$ cat src/rtl/mem_access_pkg.sv
// Shared RV32I load/store encodings used by the memory-access stage.
package mem_access_pkg;

  // Memory operation encoding carried from execute.
  localparam logic [1:0] MEM_NONE  = 2'd0;
  localparam logic [1:0] MEM_LOAD  = 2'd1;
  localparam logic [1:0] MEM_STORE = 2'd2;
  localparam logic [1:0] MEM_RSVD  = 2'd3;

  // Load/store width encodings (funct3).
  localparam logic [2:0] F3_B  = 3'b000;
  localparam logic [2:0] F3_H  = 3'b001;
  localparam logic [2:0] F3_W  = 3'b010;
  localparam logic [2:0] F3_BU = 3'b100;
  localparam logic [2:0] F3_HU = 3'b101;

  // True when the access is misaligned or its width code is illegal.
  // Unsigned widths exist only for loads.
  function automatic logic access_bad(input logic is_store, input logic [2:0] f3,
                                      input logic [1:0] a);
    case (f3)
      F3_B:    return 1'b0;
      F3_H:    return a[0];
      F3_W:    return (a != 2'b00);
      F3_BU:   return is_store;
      F3_HU:   return is_store | a[0];
      default: return 1'b1;
    endcase
  endfunction

endpackage

$ cat src/rtl/mem_access_lsu_align.sv
// Byte-lane logic: byte enables, store replication, load extract and extend.
module lsu_align
  import mem_access_pkg::*;
(
  input  logic        is_store,
  input  logic [2:0]  funct3,
  input  logic [1:0]  addr_lo,
  input  logic [31:0] wdata,
  input  logic [31:0] rdata,
  output logic        bad,
  output logic [3:0]  be,
  output logic [31:0] wdata_rep,
  output logic [31:0] rdata_ext
);

  logic [31:0] byte_shift;
  logic [31:0] half_shift;
  logic [7:0]  lane_b;
  logic [15:0] lane_h;

  // Pure lane steering; the same unit serves the request and the response side.
  always_comb begin
    bad        = access_bad(is_store, funct3, addr_lo);
    byte_shift = rdata >> {addr_lo, 3'b000};
    half_shift = rdata >> {addr_lo[1], 4'b0000};
    lane_b     = byte_shift[7:0];
    lane_h     = half_shift[15:0];
    case (funct3)
      F3_B, F3_BU: begin
        be        = 4'b0001 << addr_lo;
        wdata_rep = {4{wdata[7:0]}};
      end
      F3_H, F3_HU: begin
        be        = 4'b0011 << {addr_lo[1], 1'b0};
        wdata_rep = {2{wdata[15:0]}};
      end
      default: begin
        be        = 4'b1111;
        wdata_rep = wdata;
      end
    endcase
    case (funct3)
      F3_B:    rdata_ext = {{24{lane_b[7]}}, lane_b};
      F3_BU:   rdata_ext = {24'h000000, lane_b};
      F3_H:    rdata_ext = {{16{lane_h[15]}}, lane_h};
      F3_HU:   rdata_ext = {16'h0000, lane_h};
      default: rdata_ext = rdata;
    endcase
  end

endmodule

$ cat src/rtl/mem_access.sv
// Memory-access stage: passes ALU results through, runs one bus access per
// load/store, and reports misalignment and bus timeouts via writeback pulses.
// Handshake: a request transfers on a rising edge where i_valid && o_ready;
// o_ready is high only while idle. Writeback has no backpressure.
module mem_access
  import mem_access_pkg::*;
#(
  parameter int unsigned TIMEOUT_CYC = 255
) (
  input  logic        i_clk,
  input  logic        i_rst_n,
  input  logic        i_valid,
  output logic        o_ready,
  input  logic        i_rd_we,
  input  logic [4:0]  i_rd_addr,
  input  logic [31:0] i_rd_data,
  input  logic [1:0]  i_mem_op,
  input  logic [2:0]  i_funct3,
  input  logic [31:0] i_mem_addr,
  input  logic [31:0] i_mem_wdata,
  output logic        o_bus_req,
  input  logic        i_bus_gnt,
  output logic        o_bus_we,
  output logic [31:0] o_bus_addr,
  output logic [3:0]  o_bus_be,
  output logic [31:0] o_bus_wdata,
  input  logic        i_bus_rvalid,
  input  logic [31:0] i_bus_rdata,
  output logic        o_wb_valid,
  output logic        o_wb_rd_we,
  output logic [4:0]  o_wb_rd_addr,
  output logic [31:0] o_wb_rd_data,
  output logic        o_exc_misalign,
  output logic        o_exc_timeout,
  output logic [31:0] o_exc_addr,
  output logic [1:0]  o_dbg_state
);

  typedef enum logic [1:0] {
    IDLE     = 2'd0,
    BUS_REQ  = 2'd1,
    BUS_WAIT = 2'd2
  } state_t;

  state_t      state;
  logic [31:0] cnt;
  logic [31:0] lat_addr;
  logic [2:0]  lat_funct3;
  logic [4:0]  lat_rd_addr;
  logic        lat_store;

  logic        idle;
  logic        sel_store;
  logic [2:0]  sel_funct3;
  logic [1:0]  sel_addr_lo;
  logic        bad;
  logic [3:0]  be;
  logic [31:0] wdata_rep;
  logic [31:0] rdata_ext;
  logic        is_mem;
  logic        timeout_hit;

  // Align unit sees the live request while idle and the latched one during an access.
  always_comb begin
    idle        = (state == IDLE);
    sel_store   = idle ? (i_mem_op == MEM_STORE) : lat_store;
    sel_funct3  = idle ? i_funct3 : lat_funct3;
    sel_addr_lo = idle ? i_mem_addr[1:0] : lat_addr[1:0];
    is_mem      = (i_mem_op == MEM_LOAD) || (i_mem_op == MEM_STORE);
    timeout_hit = (TIMEOUT_CYC != 0) && ((cnt + 32'd1) == TIMEOUT_CYC);
  end

  lsu_align u_align (
    .is_store  (sel_store),
    .funct3    (sel_funct3),
    .addr_lo   (sel_addr_lo),
    .wdata     (i_mem_wdata),
    .rdata     (i_bus_rdata),
    .bad       (bad),
    .be        (be),
    .wdata_rep (wdata_rep),
    .rdata_ext (rdata_ext)
  );

  assign o_dbg_state = state;

  // Access FSM with registered bus, writeback and exception outputs.
  always_ff @(posedge i_clk) begin
    if (!i_rst_n) begin
      state          <= IDLE;
      cnt            <= '0;
      lat_addr       <= '0;
      lat_funct3     <= '0;
      lat_rd_addr    <= '0;
      lat_store      <= 1'b0;
      o_ready        <= 1'b0;
      o_bus_req      <= 1'b0;
      o_bus_we       <= 1'b0;
      o_bus_addr     <= '0;
      o_bus_be       <= '0;
      o_bus_wdata    <= '0;
      o_wb_valid     <= 1'b0;
      o_wb_rd_we     <= 1'b0;
      o_wb_rd_addr   <= '0;
      o_wb_rd_data   <= '0;
      o_exc_misalign <= 1'b0;
      o_exc_timeout  <= 1'b0;
      o_exc_addr     <= '0;
    end else begin
      o_wb_valid     <= 1'b0;
      o_exc_misalign <= 1'b0;
      o_exc_timeout  <= 1'b0;
      case (state)
        IDLE: begin
          o_ready <= 1'b1;
          if (i_valid && o_ready) begin
            lat_addr    <= i_mem_addr;
            lat_funct3  <= i_funct3;
            lat_rd_addr <= i_rd_addr;
            lat_store   <= (i_mem_op == MEM_STORE);
            if (!is_mem) begin
              o_wb_valid   <= 1'b1;
              o_wb_rd_we   <= i_rd_we && (i_rd_addr != 5'd0);
              o_wb_rd_addr <= i_rd_addr;
              o_wb_rd_data <= i_rd_data;
            end else if (bad) begin
              o_wb_valid     <= 1'b1;
              o_wb_rd_we     <= 1'b0;
              o_wb_rd_addr   <= i_rd_addr;
              o_wb_rd_data   <= '0;
              o_exc_misalign <= 1'b1;
              o_exc_addr     <= i_mem_addr;
            end else begin
              state       <= BUS_REQ;
              o_ready     <= 1'b0;
              cnt         <= '0;
              o_bus_req   <= 1'b1;
              o_bus_we    <= (i_mem_op == MEM_STORE);
              o_bus_addr  <= {i_mem_addr[31:2], 2'b00};
              o_bus_be    <= be;
              o_bus_wdata <= wdata_rep;
            end
          end
        end
        BUS_REQ: begin
          if (i_bus_gnt) begin
            o_bus_req <= 1'b0;
            cnt       <= '0;
            if (lat_store || i_bus_rvalid) begin
              state        <= IDLE;
              o_ready      <= 1'b1;
              o_wb_valid   <= 1'b1;
              o_wb_rd_we   <= !lat_store && (lat_rd_addr != 5'd0);
              o_wb_rd_addr <= lat_rd_addr;
              o_wb_rd_data <= lat_store ? 32'd0 : rdata_ext;
            end else begin
              state <= BUS_WAIT;
            end
          end else if (timeout_hit) begin
            state         <= IDLE;
            o_ready       <= 1'b1;
            o_bus_req     <= 1'b0;
            o_wb_valid    <= 1'b1;
            o_wb_rd_we    <= 1'b0;
            o_wb_rd_addr  <= lat_rd_addr;
            o_wb_rd_data  <= '0;
            o_exc_timeout <= 1'b1;
            o_exc_addr    <= lat_addr;
          end else begin
            cnt <= cnt + 32'd1;
          end
        end
        BUS_WAIT: begin
          if (i_bus_rvalid) begin
            state        <= IDLE;
            o_ready      <= 1'b1;
            o_wb_valid   <= 1'b1;
            o_wb_rd_we   <= (lat_rd_addr != 5'd0);
            o_wb_rd_addr <= lat_rd_addr;
            o_wb_rd_data <= rdata_ext;
          end else if (timeout_hit) begin
            state         <= IDLE;
            o_ready       <= 1'b1;
            o_wb_valid    <= 1'b1;
            o_wb_rd_we    <= 1'b0;
            o_wb_rd_addr  <= lat_rd_addr;
            o_wb_rd_data  <= '0;
            o_exc_timeout <= 1'b1;
            o_exc_addr    <= lat_addr;
          end else begin
            cnt <= cnt + 32'd1;
          end
        end
        default: begin
          state   <= IDLE;
          o_ready <= 1'b1;
        end
      endcase
    end
  end

endmodule

$ cat config.mk
export PLATFORM = sky130hd
export DESIGN_NAME = mem_access
export DESIGN_NICKNAME = d
export VERILOG_FILES = /design/src/rtl/mem_access_pkg.sv /design/src/rtl/mem_access_lsu_align.sv /design/src/rtl/mem_access.sv
export SDC_FILE = /design/constraint.sdc
export NUM_CORES = 1
export LEC_CHECK = 0
export ABC_AREA = 0
export ABC_CLOCK_PERIOD_IN_PS = 6200
export CORE_ASPECT_RATIO = 1.1
export CORE_UTILIZATION = 35
export DETAILED_ROUTE_END_ITERATION = 6
export SETUP_SLACK_MARGIN = 0.4
export SLEW_MARGIN = 20
export SYNTH_ARGS = -nofsm -noshare
export SYNTH_HDL_FRONTEND = slang
export SYNTH_SLANG_ARGS = --single-unit
$ cat constraint.sdc
create_clock -name i_clk -period 6.2 [get_ports i_clk]
set_clock_uncertainty 0.1 [all_clocks]
set_input_delay 1.86 -clock i_clk [delete_from_list [all_inputs] [get_ports i_clk]]
set_output_delay 1.86 -clock i_clk [all_outputs]
set_load 0.03 [all_outputs]
==> impl_metrics.tcl, run 1 <==
set metrics [dict create \
    run_status "finished, final reports clean" \
    hold_depth 2 \
    crit_cells 10 \
    slew_headroom_pct 37.18 \
    wl_um 39750 \
    start_kind "input port" \
    ys_dominant_reg_cell "dfxtp_1" \
    hold_viol_final 0 \
    synth_top_family_by_area "compound AO/OA/AOI/OAI gates" \
    async_reset_ff_share_pct 0 \
    htree_levels 1 \
    yosysUniqueCellTypes 67 \
    max_freq_mhz 212.7 \
    crit_type "input port to flip-flop" \
    cpLargestDelayFamily "compound AO/OA/AOI/OAI gates" \
    synth_xor_area_share_pct 0.7821 \
    worst_slew_pin_slew_ns 0.9423 \
    synth.avg_cell_area_um2 7.702 \
    grt_pass1_vias 10910 \
    grt.overflow.total 0 \
    finalSetupTns_ns 0 \
    grt_pass1_wl_um 61310 \
    remaining_drc_errors 0 \
    cts_buffers 25 \
    vdd_drop_max_uv 189.7 \
    min_period_ns 4.702 \
    clock_latency_ns 0.55 \
    crit_path_cell_trace "clkdlybuf4s50_1, mux2_2, a311oi_1, o21ai_0, a211oi_1, o211ai_1, buf_4, o21ai_2, buf_4, a311oi_1" \
    synth-compound-area-share_pct 26.23 \
    regArea_um2 4344 \
    fin_ws_ns 1.498 \
    synthAdderAreaFrac_pct 0.7821 \
    grtUsageTotal_pct 23.02 \
    r2r_cells 9 \
    instances_no_fill 2106 \
    worstPathArrival_ns 5.03 \
    seq_area_frac_synth_pct 38.79 \
    synth-edff-count 0 \
    antenna_cells 0 \
    worst-path-buf-inv 3 \
    vias_per_cell 5.563 \
    rsz0062_at_grt "no" \
    post_cts_buffers 0 \
    slew_viol_final 0 \
    cts_tree "yes" \
    cts_sinks 217 \
    drt_iter0_drc 810 \
    p_leak_uw 0.005060 \
    die_w_um 172.5 \
    synth_mux_area_share_pct 5.006 \
    worst_setup_path_end_kind "flip-flop" \
    routedWlPerCell_um 18.87 \
    syn2layout_area_growth_pct 35.83 \
    dp_hpwl_um 27380 \
    p_per_area_nw_per_um2 319.5 \
    slowest_stage "clkdlybuf4s50_1" \
    postSynthCellCount 1454 \
    cts_root_buf "clkbuf_16" \
    die_area_um2 32710 \
    synth_seq_cells 217 \
    dp_cells 2059 \
    die_h_um 189.6 \
    ioPinCount 290 \
    gp_congestion 0.8571 \
    grt_max_degree 102 \
    final_nets 1818 \
    setup_viol 0 \
    rows 68 \
    power_uw 4859 \
    firstDrtPassIters 5 \
    synth.yosys.warnings 0 \
    path_clk_slew_ns 0.06 \
    synth_area_um2 11200 \
    multi_input_area_um2 6327 \
    critPathMaxStageDelay_ns 0.55 \
    cp.required_ns 6.53 \
    post-route-period-util_pct 75.84 \
    synthSimpleGateAreaFrac_pct 22.98 \
    layout-drive-gt1-share_pct 6.228 \
    port_buffers 287 \
    vias 11720 \
    cts_repair_resize_count 0 \
    fillers 3036 \
    start_util_pct 35.67 \
    coreArea_um2 31400 \
    antenna_found_initial 0 \
    place_ws_ns 0.9635 \
    path_max_fanout 58 \
    holdCritPathClass "flip-flop to flip-flop" \
    cts_buffer_depth 3 \
    drtAntennaViolNets 0 \
    cts_hold_buf 0 \
    maxCapViolations 0 \
]
==> synth_stat cells (all sizes together), types with 5 or more instances <==
cell type / n / area share, %
a211oi: 9 / 0.60
a21oi: 199 / 8.9
a221oi: 5 / 0.39
a22o: 15 / 1.2
a311o: 8 / 0.72
a311oi: 21 / 1.6
a31oi: 9 / 0.56
and2: 5 / 0.28
and3: 11 / 0.61
and4: 10 / 0.83
buf: 25 / 1.3
clkbuf: 102 / 3.4
dfxtp: 217 / 39
ha: 7 / 0.78
inv: 18 / 0.60
mux2: 8 / 0.80
mux2i: 47 / 4.2
nand2: 285 / 9.6
nand3: 29 / 1.3
nand4: 18 / 1.1
nor2: 95 / 3.2
nor3: 22 / 0.98
o21a: 16 / 1.1
o21ai: 67 / 3.0
o221a: 8 / 0.80
o22ai: 25 / 1.4
o31ai: 32 / 2.1
o41ai: 16 / 1.3
or3: 36 / 2.0
or4: 30 / 2.0
xnor2: 9 / 0.70
==> per-stage QoR <==
stage                     hold WS (ns)  area [um^2]  utilization, %
after floorplan                 0.3360        11200               -
after global placement          0.3409        14320           45.61
after detailed placement        0.3461        14320           45.61
after CTS                       0.3545        15190           48.39
after global routing            0.3704        15210           48.45
final                           0.3522        15210           48.45
==> final cells by class <==
| type | instances | area share [%] |
|---|---|---|
| timing repair buffer | 312 | 20.20 |
| inverter | 18 | 0.4606 |
| sequential | 217 | 28.56 |
| multi-input combinational | 1093 | 41.60 |
| clock buffer | 35 | 4.754 |
| tap | 420 | 3.455 |
| clock inverter | 11 | 0.9706 |
==> cells by family after synthesis <==
| kind of cell | after synthesis |
|---|---|
| flip-flops | 217 |
| AO/OA/AOI/OAI | 464 |
| AND/OR/NAND/NOR | 555 |
| adder cells (fa/ha/maj) | 7 |
| XOR/XNOR | 10 |
| other | 1 |
| multiplexers | 55 |
| buffers and inverters | 145 |
==> worst reg2reg max path, cell delays in order (launching register included) <==
cell and delay [ns]:
dfxtp_1 0.48, ha_1 0.24, and3_1 0.22, and4_1 0.43, mux2i_1 0.17, or4_1 0.54, nor4b_2 0.35, and4_4 0.81
nor2_2 0.18, a221o_1 0.33
==> state kept, by name, indices dropped and copies added, names as in the netlist, 2 cells and up <==
register	cells
cnt	32
lat_addr	32
lat_funct3	3
lat_rd_addr	5
o_bus_addr	30
o_bus_be	4
o_bus_wdata	32
o_dbg_state	2
o_exc_addr	32
o_wb_rd_addr	5
o_wb_rd_data	32
==> per-layer routing <==
layer  GRT usage, %  share of wire (%)  up-vias
met1          29.41                 42     5520
met4          6.319                2.4        0
li1               -                  -     5714
met5              0                  0        -
met3          5.036                7.4       56
met2          38.94                 48      426
==> power breakdown <==
group	switching [uW]	leakage [uW]	total [uW]	internal (uW)
logic	1050	0.00287	1660	612
clock network	625	0.000432	1570	942
registers	91.7	0.00176	1630	1540
==> final timing paths <==
check                    end        start  slack, ns
max                   cnt[1]  i_funct3[1]       1.50
min              lat_addr[5]  lat_addr[5]       0.35
max reg2reg  o_wb_rd_addr[0]       cnt[1]       2.25
min reg2reg      lat_addr[5]  lat_addr[5]       0.35
==> cells in the final DEF (no fill, tap or decap), types with 28 or more instances in the layout <==
master,netlist,final
nand2_1,285,284
dfxtp_1,217,217
or4_1,30,30
or3_1,36,36
o31ai_1,32,32
clkdlybuf4s50_1,0,287
a21oi_1,199,199
o21ai_0,63,63
nor2_1,94,92
nand3_1,29,28
mux2i_1,47,45
Power figures use the tool's default switching activity.
==> inputs of run 2 (changes only) <==
--- a/config.mk
+++ b/config.mk
@@ -6,7 +6,7 @@
 export NUM_CORES = 1
 export LEC_CHECK = 0
 export ABC_AREA = 0
-export ABC_CLOCK_PERIOD_IN_PS = 6200
+export ABC_CLOCK_PERIOD_IN_PS = 3950
 export CORE_ASPECT_RATIO = 1.1
 export CORE_UTILIZATION = 35
 export DETAILED_ROUTE_END_ITERATION = 6
==> constraint.sdc (replaced) <==
create_clock -name i_clk -period 3.95 [get_ports i_clk]
set_clock_uncertainty 0.1 [all_clocks]
set_input_delay 1.185 -clock i_clk [delete_from_list [all_inputs] [get_ports i_clk]]
set_output_delay 1.185 -clock i_clk [all_outputs]
set_load 0.03 [all_outputs]
==> run 2 against run 1 <==
  * Sequential power is 56% higher
  * Final area is 5.6% higher
  * Register-to-register slack worse by 1.7 ns
  * Flip-flop and latch count stayed put
  * Critical path depth is 1 higher
  * Count of clock-buffer cells in the layout is 1 lower
  * Worst setup slack worse by 1.1 ns
  * Clock power is 54% higher
  * Final cell count is 3.1% higher
  * First-iteration DRC count is 1.2% lower
  * Global-route usage is 0.33 points higher
  * Worst hold slack worse by 0.00095 ns
  * Largest power group unchanged
  * Highest routed layer unchanged
==> impl_metrics.tcl, run 2 (synthesized netlist as in run 1, its figures left out) <==
set metrics [dict create \
    rows 68 \
    cts_root_buf "clkbuf_16" \
    drt_iter0_drc 800 \
    cts_hold_buf 0 \
    start_util_pct 35.67 \
    grt.overflow.total 0 \
    layout-drive-gt1-share_pct 10.51 \
    switching_share_pct 36.24 \
    place_ws_ns -0.2338 \
    power_uw 7968 \
    rsz0062_at_grt "yes" \
    final_common_cell "clkdlybuf4s50_1" \
    max_freq_mhz 281.0 \
    run_status "finished, final reports clean" \
    seqPwrFrac_pct 32.0 \
    wl_um 41250 \
    p_comb_share_pct 37.6 \
    maxCapViolations 0 \
    worstPathArrival_ns 3.93 \
    slowest_stage "or4_1" \
    cp.required_ns 4.32 \
    holdCritPathClass "flip-flop to flip-flop" \
    vdd_drop_max_uv 313.4 \
    start_kind "input port" \
    setup_viol 0 \
    routedWlPerCell_um 18.99 \
    cts_tree "yes" \
    slew_headroom_pct 53.19 \
    final_cell_mix "287 x clkdlybuf4s50_1, 283 x nand2_1, 216 x dfxtp_1" \
    crit_path_cell_trace "clkdlybuf4s50_1, inv_1, ha_2, and3_1, a311oi_2, nand2_1, a211oi_2, o211ai_1, clkbuf_16, or4_1, a21oi_1" \
    worst_setup_path_end_kind "flip-flop" \
    syn2layout_area_growth_pct 43.45 \
    cts_sinks 217 \
    clock_latency_ns 0.54 \
    min_period_ns 3.559 \
    firstDrtPassIters 5 \
    dp_hpwl_um 28160 \
    cts_buffers 25 \
    ioPinCount 290 \
    drtAntennaViolNets 0 \
    grt_max_degree 65 \
    die_h_um 189.6 \
    power_frac_clock_pct 30.4 \
    grt_pass1_wl_um 61830 \
    critPathMaxStageDelay_ns 0.48 \
    vias 12150 \
    antenna_found_initial 1 \
    final_nets 1883 \
    fillers 2994 \
    gp_congestion 0.8738 \
    path_clk_slew_ns 0.06 \
    slew_viol_final 0 \
    hold_viol_final 0 \
    vias_per_cell 5.595 \
    die_area_um2 32710 \
    holdWs_ns 0.3513 \
    crit_type "input port to flip-flop" \
    p_int_uw 5081 \
    p_per_area_nw_per_um2 496.0 \
    fin_ws_ns 0.3908 \
    htree_levels 1 \
    coreArea_um2 31400 \
    die_w_um 172.5 \
    grtUsageTotal_pct 23.35 \
    grt_pass1_vias 11170 \
    port_buffers 287 \
    post-route-period-util_pct 90.11 \
    worst_slew_pin_slew_ns 0.7021 \
    p_switching_uw 2888 \
    remaining_drc_errors 0 \
    path_max_fanout 25 \
    p_leak_uw 0.005508 \
    cts_buffer_depth 3 \
]
## run 2: changes by cell type in the layout (fill, tap and decap cells not counted), moves of 2 or more
cell / before / now
buf_12: 1 / 16
buf_4: 24 / 66
buf_6: 0 / 2
clkbuf_1: 4 / 2
clkbuf_16: 25 / 30
diode_2: 0 / 2
## run 2: per-layer routing
layer	global-route usage (%)	up-vias	share of wire, %
li1	-	5861	-
met1	29.31	5728	42
met2	38.48	474	46
met3	5.296	90	7.9
met4	9.787	0	3.9
met5	0	-	0
## run 2: layout make-up
class / instances / area (um^2) / share of cell area [%]
Multi-Input combinational cell: 1094 / 6429 / 40.02
Sequential cell: 217 / 4345 / 27.05
Timing Repair Buffer: 376 / 3836 / 23.88
Clock buffer: 34 / 729.5 / 4.541
Tap cell: 420 / 525.5 / 3.271
Clock inverter: 11 / 123.9 / 0.7711
Inverter: 18 / 70.07 / 0.4362
Antenna cell: 2 / 5.005 / 0.03115
## run 2: path summary, 6_finish.rpt
check	start	endpoint	slack, ns	depth (start not counted)
worst max register to register	cnt[0]	o_wb_valid	0.54	11
worst min-delay path	o_bus_addr[17]	o_bus_addr[17]	0.35	2
worst min register to register	o_bus_addr[17]	o_bus_addr[17]	0.35	2
worst max-delay path	i_mem_op[0]	cnt[3]	0.39	11
## run 2: per-stage QoR
| step | TNS (ns) | utilization, % | instances | instance area (um^2) |
|---|---|---|---|---|
| after floorplan | 0 | - | 1455 | 11200 |
| after global placement | -8.768 | 47.19 | 2105 | 14820 |
| after detailed placement | -12.44 | 47.19 | 2105 | 14820 |
| after CTS | 0 | 50.00 | 2150 | 15700 |
| after global routing | 0 | 51.16 | 2171 | 16060 |
| final | 0 | 51.17 | 2172 | 16060 |
## run 2: repair_timing
item                                   CTS  global route
resized for setup                        5            23
pin swaps                                0            27
endpoints found under the hold margin    0             0
gates cloned                             0             6
buffers inserted                         0            14
setup endpoints to repair               58           116
## run 2: critical path, delay by kind of cell
| kind | cells | cell delay (ns) |
|---|---|---|
| buf+inv | 3 | 0.77 |
| simple gates | 3 | 0.80 |
| fa+ha+maj | 1 | 0.19 |
| compound gates | 4 | 0.96 |
## run 2: power by group through the flow
| stage | clock, uW | combinational, uW | sequential (uW) |
|---|---|---|---|
| floorplan | 0 | 1290 | 2900 |
| global placement | 0 | 2770 | 2590 |
| detailed placement | 0 | 2800 | 2600 |
| CTS | 2460 | 2820 | 2550 |
| global route | 2560 | 3200 | 2580 |
| finish | 2420 | 2990 | 2550 |
==> inputs of run 3 (changes only) <==
--- a/config.mk
+++ b/config.mk
@@ -10,6 +10,7 @@
 export CORE_ASPECT_RATIO = 1.1
 export CORE_UTILIZATION = 35
 export DETAILED_ROUTE_END_ITERATION = 6
+export DONT_BUFFER_PORTS = 1
 export SETUP_SLACK_MARGIN = 0.4
 export SLEW_MARGIN = 20
 export SYNTH_ARGS = -nofsm -noshare
==> run 3 against run 2 <==
  * Final cell count down 15%
  * Sequential power increased by 15%
  * Worst hold slack better by 0.0015 ns
  * First-iteration DRC count is 1.3% lower
  * Critical path depth is 1 lower
  * Non-clock buffer count fell by 330
  * Combinational power fell by 39%
  * Largest power group is now registers
  * Critical endpoint is now cnt[5]
  * Sequential share of layout area up 7.5 points
  * Utilization decreased by 11 points
  * Clock power decreased by 2%
==> impl_metrics.tcl, run 3 (synthesized netlist as in run 1, its figures left out) <==
set metrics [dict create \
    run_status "finished, final reports clean" \
    dp_hpwl_um 26020 \
    cts_tree "yes" \
    die_h_um 189.6 \
    startpoint "cnt[0]" \
    dp_cells 1792 \
    setup_viol 0 \
    cp.required_ns 4.28 \
    min_period_ns 3.262 \
    cts_sinks 217 \
    start_util_pct 35.67 \
    htree_levels 1 \
    final_cell_mix "284 x nand2_1, 217 x dfxtp_1, 199 x a21oi_1" \
    cts_hold_buf 0 \
    start_kind "flip-flop" \
    rows 68 \
    instances_no_fill 1837 \
    holdCritPathClass "flip-flop to flip-flop" \
    path_clk_slew_ns 0.06 \
    vias_per_cell 5.841 \
    die_area_um2 32710 \
    vdd_drop_max_uv 334.5 \
    r2r_start "cnt[0]" \
    worst_slew_pin_slew_ns 0.8987 \
    final_common_cell "nand2_1" \
    grt_max_degree 81 \
    hold_viol_final 0 \
    remaining_drc_errors 0 \
    grt_pass1_wl_um 57100 \
    antenna_found_initial 0 \
    cts_buffer_depth 3 \
    syn2layout_area_growth_pct 12.15 \
    drt_iter0_drc 790 \
    vias 10730 \
    routedWlPerCell_um 20.32 \
    grt_pass1_vias 9885 \
    slew_headroom_pct 40.09 \
    fillers 3182 \
    gp_congestion 0.8580 \
    coreArea_um2 31400 \
    clock_latency_ns 0.55 \
    p_per_area_nw_per_um2 567.2 \
    wl_um 37330 \
    max_freq_mhz 306.5 \
    die_w_um 172.5 \
    post-route-period-util_pct 82.59 \
    worstPathArrival_ns 3.59 \
    cts_root_buf "clkbuf_16" \
    grtUsageTotal_pct 21.54 \
    port_buffers 0 \
    drtAntennaViolNets 0 \
    p_leak_uw 0.004125 \
    slew_viol_final 0 \
    hp-start "lat_addr[7]" \
    final_util_pct 40.00 \
    antenna_cells 0 \
    crit_type "flip-flop to flip-flop" \
    final_nets 1553 \
    rsz0062_at_grt "no" \
    worst_setup_path_end_kind "flip-flop" \
    cts_buffers 25 \
    path_max_fanout 28 \
    layout-drive-gt1-share_pct 8.680 \
    finalSetupTns_ns 0 \
    ioPinCount 290 \
    maxCapViolations 0 \
    grt.overflow.total 0 \
    firstDrtPassIters 5 \
]
[run 3: cell count changes in the layout (fill, tap and decap cells not counted), sizes merged]
cell and delta:
clkdlybuf4s50 -287, clkinv -8, buf -38, diode -2
[run 3: power breakdown]
group / switching (uW) / internal (uW)
logic: 1170 / 644
clock network: 955 / 1430
registers: 512 / 2410
total: 2640 / 4480
[run 3: cell type report]
type	instances	area [um^2]	area share (%)
Inverter	18	70.07	0.5579
Clock inverter	3	80.08	0.6376
Multi-Input combinational cell	1094	6357	50.62
Timing Repair Buffer	46	432.9	3.447
Clock buffer	39	748.2	5.958
Tap cell	420	525.5	4.185
Sequential cell	217	4344	34.59
[run 3: through the flow]
stage	power [uW]	instance area [um^2]	setup slack [ns]	hold WS (ns)
after floorplan	4193	11200	0.4122	0.3360
after global placement	4740	11690	0.1923	0.3409
after detailed placement	4780	11690	0.1656	0.3461
after CTS	7170	12520	0.4769	0.3544
after global routing	7467	12560	0.4107	0.3732
final	7123	12560	0.6876	0.3527
[run 3: per-layer routing]
| metal | vias up | GRT usage (%) | share of wire (%) | wire length, um |
|---|---|---|---|---|
| met1 | 5117 | 25.99 | 40 | 15070 |
| met5 | - | 0 | 0 | 0 |
| met4 | 0 | 7.143 | 2.8 | 1061 |
| li1 | 5182 | - | - | - |
| met2 | 372 | 36.10 | 48 | 17730 |
| met3 | 58 | 6.894 | 9.3 | 3465 |
[run 3: timing repair]
action,CTS,global route
setup buffers,0,2
gates resized for setup,0,4
setup endpoints to repair,0,47
[run 3: worst paths after layout]
check	to	slack (ns)	depth (start not counted)
worst max-delay path	cnt[5]	0.69	10
worst min-delay path	lat_addr[7]	0.35	2
worst max register to register	cnt[5]	0.69	10
worst min register to register	lat_addr[7]	0.35	2
[run 3: worst max-delay path, stage by stage (launching register included)]
cell and delay [ns]:
dfxtp_1 0.34, ha_1 0.21, and3_1 0.22, and4_2 0.38, mux2i_1 0.12, or4_1 0.57
nor4b_4 0.34, and4_4 0.34, buf_4 0.28, or4_1 0.16, a21oi_1 0.06
